[config.mk]
export PLATFORM = sky130hd
export DESIGN_NAME = ras_ckpt
export DESIGN_NICKNAME = d
export VERILOG_FILES = /design/src/rtl/ras_ckpt.sv
export SDC_FILE = /design/constraint.sdc
export NUM_CORES = 1
export LEC_CHECK = 0
export ABC_CLOCK_PERIOD_IN_PS = 3100
export CAP_MARGIN = 20
export CELL_PAD_IN_SITES_DETAIL_PLACEMENT = 0
export CELL_PAD_IN_SITES_GLOBAL_PLACEMENT = 1
export CORE_ASPECT_RATIO = 1.25
export CORE_MARGIN = 10
export CORE_UTILIZATION = 47
export CTS_BUF_LIST = sky130_fd_sc_hd__clkbuf_8
export DETAILED_ROUTE_END_ITERATION = 10
export PLACE_DENSITY = 0.83
export SLEW_MARGIN = 20
export SYNTH_ARGS = -nofsm -noshare
export SYNTH_HDL_FRONTEND = slang
export SYNTH_SLANG_ARGS = --single-unit
[constraint.sdc]
create_clock -name clock -period 3.1 [get_ports clock]
set_input_delay 0.465 -clock clock [delete_from_list [all_inputs] [get_ports clock]]
set_output_delay 0.465 -clock clock [all_outputs]
set_load 0.01 [all_outputs]
[src/rtl/ras_ckpt.sv]
// Return address stack with per-branch checkpoint repair.
// Calls push and returns pop at dispatch; a mispredict restores a saved {tosp, cnt, top} snapshot.
module ras_ckpt #(
    parameter int XLEN  = 32,
    parameter int DEPTH = 8,
    parameter int NCKPT = 4,
    parameter int PTR_W = $clog2(DEPTH),
    parameter int CNT_W = $clog2(DEPTH + 1),
    parameter int CID_W = $clog2(NCKPT)
) (
    input  logic             clock,
    input  logic             reset,
    input  logic             push_en,
    input  logic [XLEN-1:0]  push_addr,
    input  logic             pop_en,
    input  logic             ckpt_save,
    input  logic [CID_W-1:0] ckpt_save_id,
    input  logic             recover_en,
    input  logic [CID_W-1:0] recover_id,
    input  logic             flush,
    output logic             pred_valid,
    output logic [XLEN-1:0]  pred_addr,
    output logic [CNT_W-1:0] count
);

    typedef struct packed {
        logic [PTR_W-1:0] tosp;
        logic [CNT_W-1:0] cnt;
        logic [XLEN-1:0]  top;
    } slot_t;

    localparam logic [PTR_W-1:0] TOSP_RST = PTR_W'(DEPTH - 1);
    localparam logic [CNT_W-1:0] CNT_FULL = CNT_W'(DEPTH);
    localparam slot_t            SLOT_RST = '{tosp: TOSP_RST, cnt: '0, top: '0};

    logic [XLEN-1:0]  stk [DEPTH];
    logic [PTR_W-1:0] tosp;
    logic [CNT_W-1:0] cnt;
    slot_t            slots [NCKPT];

    logic [PTR_W-1:0] tosp_nxt;
    logic [CNT_W-1:0] cnt_nxt;
    logic             wr_en;
    logic [PTR_W-1:0] wr_idx;
    logic [XLEN-1:0]  wr_data;
    logic [XLEN-1:0]  top_nxt;
    logic             save_en;
    slot_t            rec_slot;

    assign rec_slot = slots[recover_id];

    always_comb begin
        // NOTE: every output of this block gets a default first, so no path can infer a latch.
        tosp_nxt = tosp;
        cnt_nxt  = cnt;
        wr_en    = 1'b0;
        wr_idx   = tosp;
        wr_data  = push_addr;

        if (recover_en) begin
            tosp_nxt = rec_slot.tosp;
            cnt_nxt  = rec_slot.cnt;
            wr_en    = 1'b1;
            wr_idx   = rec_slot.tosp;
            wr_data  = rec_slot.top;
        end else if (push_en && pop_en && cnt != '0) begin
            // Coroutine jalr: replace the top in place, depth unchanged.
            wr_en = 1'b1;
        end else if (push_en) begin
            tosp_nxt = tosp + PTR_W'(1);
            cnt_nxt  = (cnt == CNT_FULL) ? cnt : cnt + CNT_W'(1);
            wr_en    = 1'b1;
            wr_idx   = tosp + PTR_W'(1);
        end else if (pop_en && cnt != '0) begin
            tosp_nxt = tosp - PTR_W'(1);
            cnt_nxt  = cnt - CNT_W'(1);
        end

        // Snapshot must see this cycle's write, which the array only shows next cycle.
        top_nxt = (wr_en && wr_idx == tosp_nxt) ? wr_data : stk[tosp_nxt];
        save_en = ckpt_save && !recover_en && !flush;
    end

    // NOTE: sequential state uses non-blocking assignments so every register samples pre-edge values.
    always_ff @(posedge clock) begin
        if (reset) begin
            // NOTE: the stack array is reset too, because pred_addr must read 0 straight out of reset.
            for (int i = 0; i < DEPTH; i++) stk[i] <= '0;
            for (int i = 0; i < NCKPT; i++) slots[i] <= SLOT_RST;
            tosp <= TOSP_RST;
            cnt  <= '0;
        end else if (flush) begin
            for (int i = 0; i < NCKPT; i++) slots[i] <= SLOT_RST;
            tosp <= TOSP_RST;
            cnt  <= '0;
        end else begin
            tosp <= tosp_nxt;
            cnt  <= cnt_nxt;
            if (wr_en) stk[wr_idx] <= wr_data;
            if (save_en) slots[ckpt_save_id] <= '{tosp: tosp_nxt, cnt: cnt_nxt, top: top_nxt};
        end
    end

    assign pred_addr  = stk[tosp];
    assign pred_valid = (cnt != '0);
    assign count      = cnt;

endmodule

After elaboration in Yosys (flattened, before gate mapping)

Memory sizes are Yosys's and may differ from the RTL's. A register that Yosys moved wholly into a read port is not among the register bits.
Index checks and enable logic that the tools add are counted.

Memories kept: 2
Input bits: 43
Output and inout bits: 37
Register bits: 7
Word-level logic and storage cells: 67
RAM bits: 412

Add/subtract/negate cells: 4
Equal/unequal tests: 2
Bitwise gates (word level): 4
Muxes and demuxes: 41
Reduce and logical (&&, ||, !) cells: 12

Memories:

| name  | depth | bits a word | read ports | clocked after Yosys merged registers in | write ports | RTL line | RTL |
|---|---|---|---|---|---|---|---|
| stk   | 8     | 32          | 2          | 1                                       | 8           | 36       | `logic [XLEN-1:0] stk [DEPTH];` |
| slots | 4     | 39          | 1          | 0                                       | 4           | 39       | `slot_t slots [NCKPT];` |

Operators by type and width:

| operator            | number |
|---|---|
| $mux 39             | 5 |
| $mux 32             | 3 |
| $reduce_or 39->1    | 1 |
| $reduce_or 32->1    | 1 |
| $mux 3              | 9 |
| $mux 4              | 5 |
| $mux 1              | 18 |
| $logic_and 1x1->1   | 6 |
| $add 4x1->4 const B | 1 |
| $eq 4x4->1 const B  | 1 |
| $or 1x1->1          | 4 |
| $reduce_bool 4->1   | 1 |
| $sub 4x1->4 const B | 1 |
| $add 3x1->3 const B | 1 |
| $eq 3x3->1          | 1 |
| $sub 3x1->3 const B | 1 |
| $logic_not 1->1     | 2 |
| $mux 2              | 1 |
| $reduce_or 2->1     | 1 |

Logic depth before layout (Yosys ltp)

Word-level depth: 10
Depth in mapped cells: 11
Mapped depth without buffers: 10

Worst setup path after synthesis

Ideal clock, no wire load.

Path kind: register -> register
Start: reg cnt[1], in the netlist count[1]
End: mem stk[4][0], enable pin
Data arrival time: 2.782 ns
Cell stages (with the launch flop): 10
Buffers on the path: 0
Clock period less this slack: 3.176 ns
Library setup time: 0.394 ns
Path slack: -0.076 ns
Data required time: 2.706 ns
Cell sequence: dfxtp_1 -> inv_1 -> ha_1 -> nor3b_4 -> inv_2 -> a21oi_1 -> xnor2_1 -> o21ai_1 -> nand3_1 -> nand2b_1

RTL lines:

| element                | RTL line | RTL |
|---|---|---|
| from (decl)            | 38       | `logic [CNT_W-1:0] cnt;` |
| from (signal assigned) | 98       | `cnt <= cnt_nxt;` |
| to (decl)              | 36       |  |

==> run_results.csv <==
group,metric,value,unit
timing,setup_viol,0,
worst_setup_path,start_kind,"flip-flop",
cts,clock_latency,0.62,ns
cts,cts.path.max_buffers,3,
drt,drtIter0Drc,1527,
synthesis,syn_area,21020,µm²
global_route,grtUsageMet1,28.01,%
min_path,min_path_type,"in -> reg",
cts,hold_buffers,0,
cts,path_clk_slew,0.07,ns
global_route,use_met2,41.48,%
finish,area_growth,19.15,%
worst_setup_path,path_cells,"buf_16, mux4_2, mux2_2, clkdlybuf4s50_1",
finish,drive_gt1_share,22.37,%
power,pwr_density_cell,517.9,nW/µm²
run_status,status,"finished clean",
global_route,grt_max_degree,62,
global_route,grt_pass1_wl,96640,µm
cts,cts_buffers,69,
finish,nets,1976,
global_route,antenna_found_initial,1,
synthesis,ys_ff_latch,419,
global_route,grt_busiest_layer,"met2",
finish,fin_cells,2543,
synthesis,avgSynthCellArea,12.08,µm²
place,place_congestion,0.8504,
synthesis,ys.flop_type,"edfxtp_1",
drt,drc_errors,0,
die,die_y,256.5,µm
cts,tritoncts,"built",
drt,first_pass_iters,6,
timing,skew,0.02365,ns
timing,tightestPinTransition,0.7524,ns
place,dp_cells,2419,
timing,final_hold_viol_count,0,
timing,min_period_over_period,98.51,%
die,die_w,209.2,µm
timing,rsz0062_at_grt,"true",
worst_setup_path,path_max_fanout,17,
worst_setup_path,path_buf_inv,2,
global_route,use_met3,3.770,%
finish,utilization,56.77,%
synthesis,syn-instance-count,1740,
job,max_cap_viol_count,0,
synthesis,synth_edf_count,412,
die,dieArea,53640,µm²
timing,finalCriticalPeriod,3.054,ns
worst_setup_path,crit_required,2.63,ns
die,core,44120,µm²
global_route,grt-ovfl-total,0,
finish,diodes,0,
power,leakagePower,0.009494,µW
cts,cts_root_buf,"clkbuf_8",
timing,clock.fmax,327.5,MHz
cts,clock_sinks,419,
drt,num_vias,15420,
drt,wl,65030,µm
global_route,grt_pass1_vias,15810,
timing,max_slew_margin,49.84,%
worst_setup_path,cp.arrival,2.59,ns
drt,ant_nets,0,
place,dp_hpwl,39040,µm
worst_setup_path,max_stage_delay,0.53,ns
global_route,globalRouteTotalUtil,23.75,%
worst_setup_path,worst_path_dominant_cell_family,"multiplexers",
place,port_buffers,79,
die,row_count,86,
synthesis,async_flop_share,0,%
drt,routedWlPerCell,25.57,µm
synthesis,synth_cell_type_count,55,
synthesis,syn_nets,1787,
synthesis,seq_area_frac_synth,59.52,%
worst_setup_path,crit_type,"reg -> out",
synthesis,yosys_warnings,0,
power,ir_drop,0.4305,mV
worst_setup_path,worst_setup_path_end_kind,"output port",
worst_setup_path,cpMaxStageDelayCell,"mux4_2",
die,io_pins,80,
timing,slew_violations,0,
drt,avgViaCountPerCell,6.065,
die,start_util,47.65,%
cts,h-tree-depth,3,
## layer usage
metal / vias up / wire length (µm)
li1: 6702 / -
met1: 7687 / 22900
met2: 876 / 33640
met3: 156 / 5818
met4: 2 / 2664
met5: - / 7
## power by group
group	internal [µW]	switching (µW)	leakage (µW)
Combinational	785	1150	0.00439
Sequential	6460	108	0.00440
Clock	2290	2170	0.000704
Total	9540	3430	0.00949
## final cells by class
type	instances	area (µm²)
fill	3669	19070
sequential	419	12520
multi-input combinational	1193	8053
timing repair buffer	238	2520
clock buffer	72	991.0
tap	572	715.7
clock inverter	41	216.5
inverter	8	30.03
## sequential cells by signal (all words and copies together) (netlist names)
signal and cells:
count 4, slots 156, stk 256, tosp 3
## Yosys cell counts (5+ instances only)
cell      instances  area [µm²]
a21oi_1           8       40.04
buf_1            18       67.56
inv_1             6       22.52
buf_2            34       170.2
nand3_1          66       330.3
edfxtp_1        412       12370
mux2_2           34       382.9
nand2b_1         10       62.56
a211o_1           5       43.79
mux2i_1          70       700.7
a31oi_2          28       350.3
o21ai_0           5       25.02
mux4_2          103        2320
a31oi_1           6       37.54
nor2_1          405        1520
a32oi_1          30       262.8
nand2_1         355        1333
nor3_1           12       60.06
dfxtp_1           7       140.1
clkbuf_1         64       240.2
## worst register-to-register path, delay by kind of cell (launching register included)
kind | cells | cell delay, ns
AO/OA/AOI/OAI | 2 | 0.41
XOR/XNOR | 1 | 0.23
buffers and inverters | 5 | 1.19
flip-flops | 1 | 0.43
multiplexers | 1 | 0.21
AND/OR/NAND/NOR | 3 | 0.35
## layout by cell type, fill, tap and decap left out, drive strengths merged, types with 3 or more instances in the layout
master	count
inv	31
nand2	355
nand3	66
clkbuf	73
xnor2	4
nor3	13
and3	4
ha	4
nor2	405
clkdlybuf4s50	45
mux2i	70
clkinv	15
o21ai	9
a211o	5
mux4	103
o21a	3
dlygate4sd2	31
a21oi	8
dfxtp	7
edfxtp	412
a31oi	34
and2	4
o311a	4
nand2b	10
mux2	34
buf	159
or2	3
a32oi	30
## through the flow
stage	setup WS, ns	setup TNS (ns)	power, µW	hold slack, ns	cell area (µm²)
final	0.04632	0	12970	0.5877	25050
after global routing	-0.01081	-0.01335	13400	0.6171	25050
after CTS	0.01660	0	12980	0.5616	24970
after detailed placement	-0.3470	-6.648	8579	0.8055	23610
after global placement	-0.3057	-2.146	8537	0.7855	23610
after floorplan	-0.07631	-10.48	7704	0.6381	21020
## cells by family after synthesis
family                     count (synthesis)  share of synthesized area, %
AOI/OAI and AO/OA                        105                         4.631
xor gates and xnor gates                   6                        0.2500
adders and majority gates                  4                        0.2381
buffers and inverters                    128                         2.577
DFF                                      419                         59.52
muxes                                    207                         16.19
and+or+nand+nor                          871                         16.59
## timing repair
action | CTS | global route
gates cloned | 4 | 1
buffers inserted | 3 | 3
setup endpoints to repair | 36 | 49
gates resized for setup | 41 | 1
pin swaps | 0 | 3
## final timing paths
check,slack (ns),cells past startpoint,from,endpoint
max,0.05,4,tosp[0],pred_addr[31]
max reg2reg,0.06,12,tosp[0],slots[0][17]
min,0.59,4,recover_en,slots[1][30]
min reg2reg,0.82,4,stk[6][29],slots[0][29]
No activity file was read; power rests on OpenSTA's default activity.
